==> config.mk <==
export PLATFORM = sky130hd
export DESIGN_NAME = button_conditioner
export DESIGN_NICKNAME = d
export VERILOG_FILES = /design/src/rtl/button_conditioner.sv
export SDC_FILE = /design/constraint.sdc
export NUM_CORES = 1
export LEC_CHECK = 0
export ABC_AREA = 1
export CAP_MARGIN = 20
export CELL_PAD_IN_SITES_DETAIL_PLACEMENT = 0
export CELL_PAD_IN_SITES_GLOBAL_PLACEMENT = 1
export CORE_AREA = 2 2 65 67
export DETAILED_ROUTE_END_ITERATION = 6
export DIE_AREA = 0 0 67 69
export PLACE_DENSITY = 0.78
export SLEW_MARGIN = 30
export SYNTH_ARGS = -nofsm -noshare
export SYNTH_HDL_FRONTEND = slang
export SYNTH_SLANG_ARGS = --single-unit
==> constraint.sdc <==
create_clock -name clk -period 1.52 [get_ports clk]
set_clock_uncertainty 0.1 [all_clocks]
set_input_delay 0.38 -clock clk [delete_from_list [all_inputs] [get_ports clk]]
set_output_delay 0.38 -clock clk [all_outputs]
set_load 0.01 [all_outputs]
==> src/rtl/button_conditioner.sv <==
// Button conditioner: 2-flop synchronizer, debounce FSM, edge strobes.
// Define BUTTON_LONG_PRESS_EN to build the long-hold detector.
module button_conditioner #(
  parameter int unsigned DEBOUNCE_CYCLES   = 500000,
  parameter int unsigned LONG_PRESS_CYCLES = 50000000
) (
  input  logic clk,
  input  logic rst,
  input  logic btn_raw,
  output logic btn_level,
  output logic press_pulse,
  output logic release_pulse,
  output logic long_press
);

  localparam int unsigned CW = $clog2(DEBOUNCE_CYCLES) + 1;
  localparam logic [CW-1:0] CNT_ONE  = CW'(1);
  localparam logic [CW-1:0] CNT_LAST = CW'(DEBOUNCE_CYCLES - 1);

  typedef enum logic [1:0] {
    IDLE         = 2'd0,
    PRESS_WAIT   = 2'd1,
    PRESSED      = 2'd2,
    RELEASE_WAIT = 2'd3
  } state_e;

  if (DEBOUNCE_CYCLES < 2) begin : g_chk_db
    $error("DEBOUNCE_CYCLES must be at least 2");
  end
  if (LONG_PRESS_CYCLES < 1) begin : g_chk_lp
    $error("LONG_PRESS_CYCLES must be at least 1");
  end

  logic          meta_q;
  logic          sync_q;
  state_e        state_q;
  state_e        state_d;
  logic [CW-1:0] cnt_q;
  logic [CW-1:0] cnt_d;
  logic          level_q;
  logic          level_d;
  logic          press_q;
  logic          press_d;
  logic          rel_q;
  logic          rel_d;

  always_ff @(posedge clk or negedge rst) begin
    if (!rst) begin
      meta_q <= 1'b0;
      sync_q <= 1'b0;
    end else begin
      meta_q <= btn_raw;
      sync_q <= meta_q;
    end
  end

  always_ff @(posedge clk or negedge rst) begin
    if (!rst) begin
      state_q <= IDLE;
      cnt_q   <= '0;
      level_q <= 1'b0;
      press_q <= 1'b0;
      rel_q   <= 1'b0;
    end else begin
      state_q <= state_d;
      cnt_q   <= cnt_d;
      level_q <= level_d;
      press_q <= press_d;
      rel_q   <= rel_d;
    end
  end

  always_comb begin
    state_d = state_q;
    cnt_d   = cnt_q;
    unique case (state_q)
      IDLE: begin
        if (sync_q) begin
          state_d = PRESS_WAIT;
          cnt_d   = CNT_ONE;
        end else begin
          cnt_d = '0;
        end
      end
      PRESS_WAIT: begin
        if (!sync_q) begin
          state_d = IDLE;
          cnt_d   = '0;
        end else if (cnt_q == CNT_LAST) begin
          state_d = PRESSED;
          cnt_d   = '0;
        end else begin
          cnt_d = cnt_q + CNT_ONE;
        end
      end
      PRESSED: begin
        if (!sync_q) begin
          state_d = RELEASE_WAIT;
          cnt_d   = CNT_ONE;
        end else begin
          cnt_d = '0;
        end
      end
      RELEASE_WAIT: begin
        if (sync_q) begin
          state_d = PRESSED;
          cnt_d   = '0;
        end else if (cnt_q == CNT_LAST) begin
          state_d = IDLE;
          cnt_d   = '0;
        end else begin
          cnt_d = cnt_q + CNT_ONE;
        end
      end
    endcase
  end

  // Outputs are decoded from the transition and registered on the same edge.
  always_comb begin
    level_d = (state_d == PRESSED) || (state_d == RELEASE_WAIT);
    press_d = (state_q == PRESS_WAIT) && (state_d == PRESSED);
    rel_d   = (state_q == RELEASE_WAIT) && (state_d == IDLE);
  end

  assign btn_level     = level_q;
  assign press_pulse   = press_q;
  assign release_pulse = rel_q;

`ifdef BUTTON_LONG_PRESS_EN
  localparam int unsigned HW = $clog2(LONG_PRESS_CYCLES) + 1;
  localparam logic [HW-1:0] HOLD_ONE  = HW'(1);
  localparam logic [HW-1:0] HOLD_MAX  = HW'(LONG_PRESS_CYCLES);
  localparam logic [HW-1:0] HOLD_LAST = HW'(LONG_PRESS_CYCLES - 1);

  logic [HW-1:0] hold_q;
  logic [HW-1:0] hold_d;
  logic          long_q;
  logic          long_d;

  // Only a fresh press clears the hold count; bounce back into PRESSED resumes it.
  always_comb begin
    hold_d = hold_q;
    long_d = 1'b0;
    if (press_d) begin
      hold_d = '0;
    end else if (state_q == PRESSED && hold_q != HOLD_MAX) begin
      hold_d = hold_q + HOLD_ONE;
      long_d = (hold_q == HOLD_LAST);
    end
  end

  always_ff @(posedge clk or negedge rst) begin
    if (!rst) begin
      hold_q <= '0;
      long_q <= 1'b0;
    end else begin
      hold_q <= hold_d;
      long_q <= long_d;
    end
  end

  assign long_press = long_q;
`else
  assign long_press = 1'b0;
`endif

  a_strobe_excl: assert property (
    @(posedge clk) disable iff (!rst) !(press_pulse && release_pulse)
  );

endmodule

# Word level (Yosys, flattened, before mapping)
# Index checks and enable logic that the tools add are counted.
# word_totals
ram_bits,0
wordCells,32
memories,0
rom_bits,0
in_bits,3
latchBits,0
regBits,27
out_inout_bits,4
# op_classes
n_reduce_logical,5
n_mul,0
magnitude_cmp,0
muxes,13
div_mod_pow,0
eq_ne,6
bitwise_logic,0
add_sub_neg,1
shifts,0
# ops
operator,n
one-hot mux 20 bit (4 select lines),1
two-way mux 20 bit,3
"adder 20 x 1 -> 20 bit, second input constant",1
"== test 20 x 19 -> 1 bit, second input constant",1
two-way mux 2 bit,6
"== test 2 bit, second input constant",4
one-hot mux 2 bit (4 select lines),1
logical NOT 2 bit,2
"== test 2 x 1 -> 1 bit, second input constant",1
logical AND 1 bit,2
two-way mux 1 bit,2
logical OR 1 bit,1

# Logic depth before layout (Yosys ltp)
# Gate-level depths: netlist (run 1).
# logic_depth
depth_word,6
depth_mapped,9
mapped_depth_nobuf,9

# Worst setup path before layout (run 1)
# No wires, ideal clock.
# synth_timing
kind,register to register
from,register cnt_q[0]
to,register cnt_q[5]
path_buffers,1
t_required_ns,1.351
arrival_time_ns,1.341
setup_time_ns,0.069
slack_ns,0.010
stages_incl_launch_ff,10
synth_period_minus_slack_ns,1.510
path_cell_list,dfrtp_1 -> ha_1 -> nand3_1 -> inv_1 -> nand3_2 -> nor2_4 -> nor2_4 -> inv_4 -> buf_8 -> nor2_2
# synth_between
elab_chain_cells,4
word_cells_on_any_way,6
classes_between,add/sub (1); eq/ne (1); mux (4)
# synth_lines
element,line_no,rtl
from (decl),38,logic [CW-1:0] cnt_q;
from (signal assigned),66,cnt_q <= cnt_d;
adder 20 x 1 -> 20 bit or == test 20 x 19 -> 1 bit (tied branches),--,
two-way mux 20 bit (*),"89, 108",
two-way mux 20 bit (on tied branches),"105, 86",
one-hot mux 20 bit (4 select lines) (*),76,unique case (state_q)
net cnt_d[5],39,logic [CW-1:0] cnt_d;
# The timed path passes the listed nets; every way through them passes the cells marked *.

# Final worst setup path (run 1)
# layout_timing
from,register cnt_q[5]
to,register cnt_q[13]
# The elaborated chain is that of the path after synthesis.

==> results.cfg, run 1 <==
[pwr]
internal_power_mw = 0.959
leakage_nw = 0.836
swShare_pct = 21.6
clkPwrFrac_pct = 36.4
combinationalPowerShare_pct = 5.9
max-vdd-ir-drop_v = 0.000578
p_seq_share_pct = 57.7
p_total_mw = 1.22
powerDensity_mw_per_mm2 = 643
switchingPower_mw = 0.264

[worst_setup_path]
cp.arrival_ns = 1.56
critPathLaunch = cnt_q[5]
cpPeakStageDelay_ns = 0.46
cpMaxStageDelayCell = dfrtp_2
crit_path_start_kind = register
crit_fanout = 8
r2r-start = cnt_q[5]
critPathKind = register to register
endpoint_kind = register
required_ns = 1.58
crit_chain = nor2_4 -> inv_1 -> nor2_1 -> nand2_1 -> nor2_4 -> nor2_4 -> buf_12 -> nand2_1 -> nor2_1
path_common_cell = nor2_4

[global_route]
grt_pass1_wl_mm = 5.20
grt_max_degree = 27
antenna_found_initial = 0
track_usage_pct = 14.7
grt-ovfl-total = 0
grt_pass1_vias = 1150

[cts]
cts_sinks = 26
cts_max_level = 1
numCtsBuffers = 3
cts.hold.buffers_added = 0
clk_latency_ns = 0.27
cts_root_buf = clkbuf_8
clock_path_buffers = 2
clk_pin_slew_ns = 0.09
cts_tree = done

[synth]
synth_top_area_share_pct = 44.3
synth_edf_count = 0
async_reset_ff_share_pct = 100
synth_cell_types = 22
synth_commonest_cells = 52 x nand2_1, 38 x nor2_1, 28 x inv_1
synth_most_common_cell = nand2_1
syn-num-nets = 200
netlist_area_mm2 = 0.00147
post_synth.cell_area_avg_um2 = 7.49
yosysTopAreaCell = dfrtp_1
seq_area_frac_synth_pct = 44.3
synth-main-ff-cell = dfrtp_1
synth_area_leaders = dfrtp_1 44%, nand2_1 13%, nor2_1 9.7%
syn_inst = 196
ys_seq_elements = 26
ys.warnings.count = 0

[drt]
vias = 1195
drt_iter0_drc = 61
vias_per_cell = 4.35
drc = 0
firstDrtPassIters = 4
wl_per_cell_um = 11.6
ant_nets = 0
routed_wl_mm = 3.19

[cells_and_area]
antenna_cells = 0
drive_above_1_share_pct = 28.4
area.growth.synth_to_final_pct = 29.7
fill_cells = 412
multiInputGateArea_um2 = 781
ff_latch_area_um2 = 654
nets = 230

[floorplan]
initial_utilization_pct = 37.5
core-area_mm2 = 0.00391
num_rows = 23
ioPinCount = 7
die-area_mm2 = 0.00462
die_y_um = 69
fp.dieW_um = 67

[timing]
fin_ws_ns = 0.0141
finalHoldViolCount = 0
setup_violations = 0
fin_crit_sh_pct = 99.1
rsz0062_at_grt = true
max_freq_mhz = 664
maxSlewViolCount = 0
period_needed_ns = 1.51
holdWs_ns = 0.253

[placed_design]
pre_cts_ws_ns = -0.0488
portBuffers = 5
place.gp.congestion = 0.825
hpwl_mm = 2.31

[worst_hold_path]
hold_path_class = register to register
hp-start = meta_q

[outcome]
status = complete, no violations

[flow_run]
max_cap_violations = 0
## kinds of logic (layout without fill, tap and decap cells)
logic type | Yosys count | after routing | synth area share [%]
buffers and inverters | 31 | 60 | 9.12
other | 1 | 1 | 0.256
xor gates and xnor gates | 11 | 11 | 6.56
DFF | 26 | 26 | 44.3
adders and majority gates | 1 | 1 | 0.852
AOI/OAI and AO/OA | 4 | 4 | 1.45
and+or+nand+nor | 122 | 122 | 37.4
## critical path, delay by kind of cell, from the launching register on
family / cells / cell delay [ns]
buffers and inverters: 2 / 0.17
and+or+nand+nor: 7 / 0.66
DFF: 1 / 0.46
## power by group through the flow
| stage | Combinational, mW | Sequential (mW) | Clock (mW) |
|---|---|---|---|
| after floorplan | 0.0337 | 0.717 | 0 |
| after global placement | 0.0694 | 0.717 | 0 |
| after detailed placement | 0.0695 | 0.717 | 0 |
| after CTS | 0.0712 | 0.704 | 0.467 |
| after global routing | 0.0825 | 0.707 | 0.497 |
| final | 0.0717 | 0.706 | 0.445 |
## timing repair
| action | 4_1_cts | 5_1_grt |
|---|---|---|
| endpoints found under the hold margin | 0 | 0 |
| buffers inserted | 2 | 3 |
| setup endpoints to repair | 22 | 20 |
| pin swaps | 6 | 7 |
| gates resized for setup | 17 | 14 |
## through the flow
stage               utilization (%)  setup TNS [ns]  cell area, um2  cells
floorplan                         -               0            1470    196
global placement               43.7         -0.0938            1710    266
detailed placement             43.7          -0.337            1710    266
CTS                            46.5        -0.00192            1820    272
global route                   48.6          -0.707            1900    275
finish                         48.6               0            1900    275
## cell type report
cell class,instances,share of cell area (%)
Clock buffer,4,2.89
Inverter,29,5.98
Multi-Input combinational cell,139,41.0
Sequential cell,26,34.4
Tap cell,50,3.29
Timing Repair Buffer,27,12.4
## metal layers
layer / vias to the layer above / part of all wire (%) / track usage (%)
li1: 639 / - / -
met2: 12 / 48 / 21.6
met3: 4 / 2.5 / 3.75
met4: 0 / 1.2 / 4.54
met1: 540 / 48 / 21.1
met5: - / 0 / 0
## layout by cell type (no fill, tap or decap)
| master | Yosys | final |
|---|---|---|
| nand2_2 | 1 | 6 |
| nand4_1 | 2 | 2 |
| buf_4 | 1 | 20 |
| inv_6 | 0 | 1 |
| o21ai_0 | 1 | 1 |
| dfrtp_1 | 26 | 23 |
| a31oi_1 | 1 | 1 |
| a21oi_1 | 2 | 2 |
| nor3_2 | 0 | 1 |
| xnor2_1 | 2 | 2 |
| inv_2 | 0 | 2 |
| nor2_2 | 12 | 11 |
| nor3_1 | 2 | 1 |
| nand3b_1 | 1 | 1 |
| nand2_1 | 52 | 47 |
| inv_1 | 28 | 26 |
| clkdlybuf4s50_1 | 0 | 2 |
| nand3_2 | 1 | 1 |
| nor2_4 | 4 | 9 |
| nand3_4 | 0 | 2 |
| nor2_1 | 38 | 34 |
| dlygate4sd2_1 | 0 | 3 |
| dfrtp_2 | 0 | 3 |
| nand3_1 | 9 | 7 |
| xor2_2 | 0 | 1 |
| ha_4 | 0 | 1 |
| xor2_1 | 9 | 8 |
| buf_12 | 0 | 2 |
| clkbuf_8 | 0 | 4 |
| conb_1 | 1 | 1 |
## sequential cells by signal, summed over array words and instances, names as in the netlist
signal / count
btn_level: 1
state_q: 1
meta_q: 1
release_pulse: 1
sync_q: 1
press_pulse: 1
cnt_q: 20
## worst paths after layout
check / to / slack [ns] / depth (start not counted)
worst max-delay path: cnt_q[13] / 0.01 / 9
worst min-delay path: sync_q / 0.25 / 0
worst max register to register: cnt_q[13] / 0.01 / 9
worst min register to register: sync_q / 0.25 / 0
max in group asynchronous: state_q[0] / 0.80 / 2
min in group asynchronous: cnt_q[8] / 0.35 / 2
No activity file was read; power rests on OpenSTA's default activity.
==> run 2: changes to the inputs <==
--- a/config.mk
+++ b/config.mk
@@ -13,4 +13,5 @@
 export DETAILED_ROUTE_END_ITERATION = 6
 export DIE_AREA = 0 0 67 69
+export GPL_ROUTABILITY_DRIVEN = 0
 export PLACE_DENSITY = 0.78
 export SLEW_MARGIN = 30
@@ -18,2 +19,3 @@
 export SYNTH_HDL_FRONTEND = slang
 export SYNTH_SLANG_ARGS = --single-unit
+export TNS_END_PERCENT = 100
==> constraint.sdc (replaced) <==
create_clock -name clk -period 1.52 [get_ports clk]
set_clock_uncertainty 0.1 [all_clocks]
set_input_delay 0.304 -clock clk [delete_from_list [all_inputs] [get_ports clk]]
set_output_delay 0.304 -clock clk [all_outputs]
set_load 0.01 [all_outputs]
==> results of run 2 <==
Same layout as run 1 (identical final DEF). Status: complete, no violations.
